`config.mk`:
```
export PLATFORM = sky130hd
export DESIGN_NAME = nonogram_pipeline_sequencer
export DESIGN_NICKNAME = d
export VERILOG_FILES = /design/src/rtl/nonogram_pipeline_sequencer.sv
export SDC_FILE = /design/constraint.sdc
export NUM_CORES = 1
export LEC_CHECK = 0
export ABC_AREA = 0
export BUFFER_PORTS_ARGS = -buffer_cell sky130_fd_sc_hd__buf_2
export CORE_MARGIN = 1.5
export CORE_UTILIZATION = 45
export CTS_CLUSTER_SIZE = 12
export DETAILED_ROUTE_END_ITERATION = 7
export HOLD_SLACK_MARGIN = 0.02
export PLACE_DENSITY = 0.64
export SLEW_MARGIN = 10
export SYNTH_ARGS = -nofsm -noshare
export SYNTH_HDL_FRONTEND = slang
export SYNTH_SLANG_ARGS = --single-unit
```
`constraint.sdc`:
```
create_clock -name clk_in -period 13.5 [get_ports clk_in]
set_input_delay 1.35 -clock clk_in [delete_from_list [all_inputs] [get_ports clk_in]]
set_output_delay 1.35 -clock clk_in [all_outputs]
set_load 0.01 [all_outputs]
```
`src/rtl/nonogram_pipeline_sequencer.sv`:
```
// Sequences the photo -> rescale filter -> constraint generator -> solver -> display pipeline.
// Generates memory strobes and start pulses, counts returned words, checks handshakes and enforces a watchdog.
module nonogram_pipeline_sequencer #(
    parameter int PHOTO_ROWS     = 240,
    parameter int SMALL_ROWS     = 30,
    parameter int CONS_WORDS     = 70,
    parameter int TIMEOUT_CYCLES = 16777215
) (
    input  logic       clk_in,
    input  logic       reset_n_in,
    input  logic       go_in,
    input  logic       abort_in,
    output logic [7:0] photo_rd_addr_out,
    output logic       photo_rd_en_out,
    output logic       filter_start_out,
    output logic       filter_row_valid_out,
    input  logic       filter_out_valid_in,
    input  logic       filter_done_in,
    output logic [4:0] small_wr_addr_out,
    output logic       small_wr_en_out,
    output logic [4:0] small_rd_addr_out,
    output logic       small_rd_en_out,
    output logic       gen_start_out,
    output logic       gen_row_valid_out,
    input  logic       gen_out_valid_in,
    input  logic       gen_done_in,
    output logic [6:0] cons_wr_addr_out,
    output logic       cons_wr_en_out,
    output logic       solver_start_out,
    input  logic       solver_done_in,
    output logic       display_en_out,
    output logic       busy_out,
    output logic       error_out,
    output logic [3:0] state_out,
    output logic [6:0] cons_count_out
);

    localparam int RD_MAX = (PHOTO_ROWS > SMALL_ROWS) ? PHOTO_ROWS : SMALL_ROWS;
    localparam int RD_W   = $clog2(RD_MAX + 1);
    localparam int SW_W   = $clog2(SMALL_ROWS + 1);
    localparam int CW_W   = $clog2(CONS_WORDS + 1);
    localparam logic [RD_W-1:0] PHOTO_N    = RD_W'(PHOTO_ROWS);
    localparam logic [RD_W-1:0] SMALL_RD_N = RD_W'(SMALL_ROWS);
    localparam logic [SW_W-1:0] SMALL_N    = SW_W'(SMALL_ROWS);
    localparam logic [CW_W-1:0] CONS_N     = CW_W'(CONS_WORDS);
    localparam logic [23:0]     WD_LAST    = 24'(TIMEOUT_CYCLES - 1);

    typedef enum logic [3:0] {
        S_IDLE   = 4'd0,
        S_FFEED  = 4'd1,
        S_FDRAIN = 4'd2,
        S_GFEED  = 4'd3,
        S_GDRAIN = 4'd4,
        S_SOLVE  = 4'd5,
        S_DISP   = 4'd6,
        S_ERR    = 4'd7
    } state_t;

    state_t          state, state_n;
    logic [RD_W-1:0] rd_cnt, rd_n;
    logic [SW_W-1:0] sw_cnt, sw_n;
    logic [CW_W-1:0] cw_cnt, cw_n;
    logic [23:0]     wd_cnt, wd_n;
    logic            go_s, go_p, go_rise;
    logic            f_acc, g_acc, f_ovf, g_ovf, f_full, g_full, wd_hit;
    logic            chg, clr, p_en_n, s_en_n;

    always_comb begin
        go_rise         = go_s & ~go_p;
        f_acc           = (state == S_FFEED) || (state == S_FDRAIN);
        g_acc           = (state == S_GFEED) || (state == S_GDRAIN);
        f_ovf           = f_acc && filter_out_valid_in && (sw_cnt == SMALL_N);
        g_ovf           = g_acc && gen_out_valid_in && (cw_cnt == CONS_N);
        small_wr_en_out = f_acc && filter_out_valid_in && !f_ovf && !abort_in;
        cons_wr_en_out  = g_acc && gen_out_valid_in && !g_ovf && !abort_in;
        // A valid arriving with done is counted before the done is judged.
        f_full          = (sw_cnt + SW_W'(small_wr_en_out)) == SMALL_N;
        g_full          = (cw_cnt + CW_W'(cons_wr_en_out)) == CONS_N;
        wd_hit          = (wd_cnt == WD_LAST);

        state_n = state;
        case (state)
            S_IDLE, S_DISP: if (go_rise) state_n = S_FFEED;
            S_FFEED: begin
                if (f_ovf)                  state_n = S_ERR;
                else if (rd_cnt == PHOTO_N) state_n = S_FDRAIN;
            end
            S_FDRAIN: begin
                if (f_ovf)               state_n = S_ERR;
                else if (filter_done_in) state_n = f_full ? S_GFEED : S_ERR;
                else if (wd_hit)         state_n = S_ERR;
            end
            S_GFEED: begin
                if (g_ovf)                     state_n = S_ERR;
                else if (rd_cnt == SMALL_RD_N) state_n = S_GDRAIN;
            end
            S_GDRAIN: begin
                if (g_ovf)            state_n = S_ERR;
                else if (gen_done_in) state_n = g_full ? S_SOLVE : S_ERR;
                else if (wd_hit)      state_n = S_ERR;
            end
            S_SOLVE: begin
                if (solver_done_in) state_n = S_DISP;
                else if (wd_hit)    state_n = S_ERR;
            end
            S_ERR:   if (go_rise) state_n = S_IDLE;
            default: state_n = S_IDLE;
        endcase
        if (abort_in) state_n = S_IDLE;

        chg    = (state_n != state);
        clr    = chg && ((state_n == S_IDLE) || (state_n == S_FFEED));
        p_en_n = (state == S_FFEED) && !chg;
        s_en_n = (state == S_GFEED) && !chg;
        rd_n   = chg ? '0 : (rd_cnt + RD_W'(p_en_n | s_en_n));
        sw_n   = clr ? '0 : (sw_cnt + SW_W'(small_wr_en_out));
        cw_n   = clr ? '0 : (cw_cnt + CW_W'(cons_wr_en_out));
        wd_n   = chg ? '0 : ((wd_cnt == 24'hFFFFFF) ? wd_cnt : wd_cnt + 24'd1);
    end

    always_ff @(posedge clk_in or negedge reset_n_in) begin
        if (!reset_n_in) begin
            state                <= S_IDLE;
            rd_cnt               <= '0;
            sw_cnt               <= '0;
            cw_cnt               <= '0;
            wd_cnt               <= '0;
            go_s                 <= 1'b0;
            go_p                 <= 1'b0;
            photo_rd_en_out      <= 1'b0;
            photo_rd_addr_out    <= '0;
            small_rd_en_out      <= 1'b0;
            small_rd_addr_out    <= '0;
            filter_row_valid_out <= 1'b0;
            gen_row_valid_out    <= 1'b0;
            filter_start_out     <= 1'b0;
            gen_start_out        <= 1'b0;
            solver_start_out     <= 1'b0;
            busy_out             <= 1'b0;
            error_out            <= 1'b0;
            display_en_out       <= 1'b0;
        end else begin
            state                <= state_n;
            rd_cnt               <= rd_n;
            sw_cnt               <= sw_n;
            cw_cnt               <= cw_n;
            wd_cnt               <= wd_n;
            go_s                 <= go_in;
            go_p                 <= go_s;
            photo_rd_en_out      <= p_en_n;
            photo_rd_addr_out    <= p_en_n ? 8'(rd_cnt) : 8'd0;
            small_rd_en_out      <= s_en_n;
            small_rd_addr_out    <= s_en_n ? 5'(rd_cnt) : 5'd0;
            // Row-valid delays are squashed on abort so nothing strobes after the abort edge.
            filter_row_valid_out <= photo_rd_en_out & ~abort_in;
            gen_row_valid_out    <= small_rd_en_out & ~abort_in;
            filter_start_out     <= chg && (state_n == S_FFEED);
            gen_start_out        <= chg && (state_n == S_GFEED);
            solver_start_out     <= chg && (state_n == S_SOLVE);
            busy_out             <= !((state_n == S_IDLE) || (state_n == S_DISP) || (state_n == S_ERR));
            error_out            <= (state_n == S_ERR);
            display_en_out       <= (state_n == S_DISP);
        end
    end

    assign state_out         = state;
    assign small_wr_addr_out = 5'(sw_cnt);
    assign cons_wr_addr_out  = 7'(cw_cnt);
    assign cons_count_out    = 7'(cw_cnt);

endmodule

```
==> flow_summary.json <==
{
  "status": "complete, no violations",
  "synth.net_count": 406,
  "p_int_mw": 0.316,
  "worstSetupStartpoint": "gen_out_valid_in",
  "hp-class": "flop to flop",
  "htreeDepth": 3,
  "busiest_layer": "met2",
  "max_freq_ghz": 0.197,
  "yosys-top-cells-count": "dfrtp_1, nor2_1, nand2_1, nand3_1, xor2_1",
  "cts_sinks": 73,
  "cts_tree": "built",
  "grt_max_degree": 74,
  "clockRootBuffer": "clkbuf_8",
  "comb_power_share_pct": 5.0,
  "fin_skew_ns": 0.0149,
  "drt_first_iter_violations": 171,
  "grt_pass1_wl_um": 13600,
  "initial_core_util_pct": 46.5,
  "die_area_um2": 9000,
  "synth_edf_count": 0,
  "vias": 2981,
  "final_nets": 453,
  "routedWlPerCell_um": 14.6,
  "drc_errors": 0,
  "via_per_inst": 5.47,
  "rows": 33,
  "synthTopCellsByArea": "dfrtp_1, nor2_1, xor2_1",
  "max_stage_delay_ns": 0.44,
  "switching_share_pct": 25.5,
  "grt_pass1_vias": 2813,
  "syn2layout_area_growth_pct": 13.3,
  "cts_resized": 0,
  "cts_buffers": 9,
  "synth.cell_area_um2": 3800,
  "worstPathCellList": "buf_2 -> nor2b_1 -> o21ai_2 -> nor3b_1 -> ha_1 -> ha_1 -> nand3_1 -> nor3_1 -> o211ai_1 -> o221ai_1 -> nand3_1 -> a2bb2oi_1 -> or4b_1 -> buf_4 -> nor3_2 -> ha_1 -> ha_1 -> nand2_1 -> nor2_1 -> xnor2_1 -> nor2_1",
  "place_congestion": 0.867,
  "synth_cell_types": 62,
  "antennaDiodeCount": 0,
  "setup.worst_path.start_class": "primary input",
  "worst_slew_pin_slew_ns": 0.896,
  "slew_violations": 0,
  "rsz0062_at_grt": "false",
  "switching_power_mw": 0.108,
  "use_met3_pct": 3.62,
  "arrival_ns": 5.31,
  "overflow": 0,
  "postCtsSetupBuffers": 0,
  "synthFlopType": "dfrtp_1",
  "clock_latency_ns": 0.36,
  "hp-start": "go_s$_DFF_PN0_",
  "cp_max_fo": 44,
  "cts_buffer_depth": 2,
  "async_flop_share_pct": 100,
  "p_seq_share_pct": 52.9,
  "power.total_mw": 0.425,
  "track_usage_pct": 19.7,
  "syn_avg_cell_area_um2": 9.79,
  "maxCapViolCount": 0,
  "drt_wl_total_um": 7970,
  "pwr-share-clk_pct": 42.1,
  "critPathSlowestCell": "or4b_1",
  "hold_viol": 0,
  "use_met2_pct": 30.2,
  "ant_nets": 0,
  "use_met1_pct": 27.4,
  "finalSetupTns_ns": 0,
  "post-dp-hpwl_um": 5630,
  "slew_headroom_pct": 40.2,
  "powerDensity_nw_per_um2": 98.7,
  "yosysMostFrequentCell": "dfrtp_1",
  "fillers": 731,
  "p_leak_nw": 2.05,
  "path_common_cell": "ha_1",
  "ir_worst_vdd_v": 0.0000607,
  "antenna_found_initial": 0,
  "synth-seq-cells": 73,
  "finalSetupViolCount": 0,
  "dieHeight_um": 94.9,
  "path_clk_slew_ns": 0.09,
  "drive_gt1_share_pct": 21.1,
  "synth_top_area_cell": "dfrtp_1",
  "crit_type": "primary input to flop",
  "r2r_start": "cons_count_out[0]$_DFF_PN0_",
  "coreArea_um2": 8180,
  "yosys_warnings": 0,
  "min_period_over_period_pct": 37.7,
  "postCtsHoldBufs": 0,
  "finalWorstPathRequiredPeriod_ns": 5.09,
  "die_x_um": 94.9,
  "firstDrtPassIters": 4,
  "worstPathRequired_ns": 13.73,
  "io_buffers": 56,
  "synth_top_area_share_pct": 48.1,
  "endpoint_kind": "flop",
  "netlist_instances": 388,
  "ioPinCount": 57,
  "yosysSeqAreaShare_pct": 48.1
}
flip-flops by register name, indices dropped and copies added (netlist names), 4 cells and up:
| name | count |
|---|---|
| small_wr_addr_out | 5 |
| cons_count_out | 7 |
| wd_cnt | 24 |
| small_rd_addr_out | 5 |
| rd_cnt | 8 |
| photo_rd_addr_out | 8 |
| state_out | 4 |
layout by cell type (no fill, tap or decap), types with 7 or more instances in the layout:
cell type	synthesis	final
and2_1	8	8
and3_1	7	7
buf_2	10	56
clkbuf_8	0	9
dfrtp_1	73	73
ha_1	9	9
inv_1	7	7
nand2_1	27	27
nand3_1	27	27
nand4_1	7	7
nor2_1	64	64
nor2b_1	9	9
nor3_1	11	11
xnor2_1	13	13
xor2_1	21	21
through the flow:
| step | utilization, % | hold WS, ns | cells | setup WS (ns) | instance area, um^2 |
|---|---|---|---|---|---|
| after global placement | 50.1 | 0.361 | 529 | 8.23 | 4100 |
| after CTS | 52.6 | 0.393 | 545 | 8.43 | 4300 |
| after global routing | 52.6 | 0.404 | 545 | 7.89 | 4300 |
| after detailed placement | 50.1 | 0.373 | 529 | 8.05 | 4100 |
| final | 52.6 | 0.391 | 545 | 8.41 | 4300 |
| after floorplan | - | 0.355 | 388 | 8.41 | 3800 |
critical path: cells and delay by family:
| kind | cells | cell delay (ns) |
|---|---|---|
| and+or+nand+nor | 10 | 1.99 |
| adders and majority gates | 4 | 0.82 |
| AOI/OAI and AO/OA | 4 | 0.66 |
| buffers and inverters | 2 | 0.36 |
| xor gates and xnor gates | 1 | 0.13 |
final timing paths:
kind	end	slack (ns)	cells after the start
setup reg to reg	rd_cnt[6]$_DFF_PN0_	8.54	20
min in group asynchronous	photo_rd_addr_out[2]$_DFF_PN0_	1.20	2
hold / removal	go_p$_DFF_PN0_	0.39	0
setup / recovery	rd_cnt[6]$_DFF_PN0_	8.41	21
hold reg to reg	go_p$_DFF_PN0_	0.39	0
max in group asynchronous	wd_cnt[5]$_DFFE_PN0P_	11.71	2
area by class of cell:
| type | count | area (um^2) | area share, % |
|---|---|---|---|
| Clock buffer | 9 | 124 | 2.88 |
| Clock inverter | 7 | 83.8 | 1.95 |
| Inverter | 7 | 26.3 | 0.610 |
| Multi-Input combinational cell | 286 | 1820 | 42.2 |
| Sequential cell | 73 | 1830 | 42.4 |
| Tap cell | 105 | 131 | 3.05 |
| Timing Repair Buffer | 58 | 295 | 6.86 |
layer usage:
metal | vias up | routed length, um | part of all wire [%]
met4 | 0 | 128 | 1.6
met3 | 12 | 406 | 5.1
li1 | 1434 | - | -
met1 | 1440 | 3740 | 47
met2 | 95 | 3700 | 46
met5 | - | 0 | 0
power by group through the flow:
stage          clock network (mW)  registers [mW]  logic [mW]
2_1_floorplan                   0           0.228      0.0136
5_1_grt                     0.194           0.225      0.0241
3_3_place_gp                    0           0.228      0.0209
3_5_place_dp                    0           0.229      0.0216
4_1_cts                     0.184           0.224      0.0217
6_report                    0.179           0.224      0.0213
kinds of logic after synthesis:
kind of cell | share of synthesized area, %
xor+xnor | 7.84
buf+inv | 4.08
other cells | 0.0987
fa+ha+maj | 2.96
simple gates | 28.3
flops | 48.1
compound gates | 8.66
(Power assumes the default switching activity.)
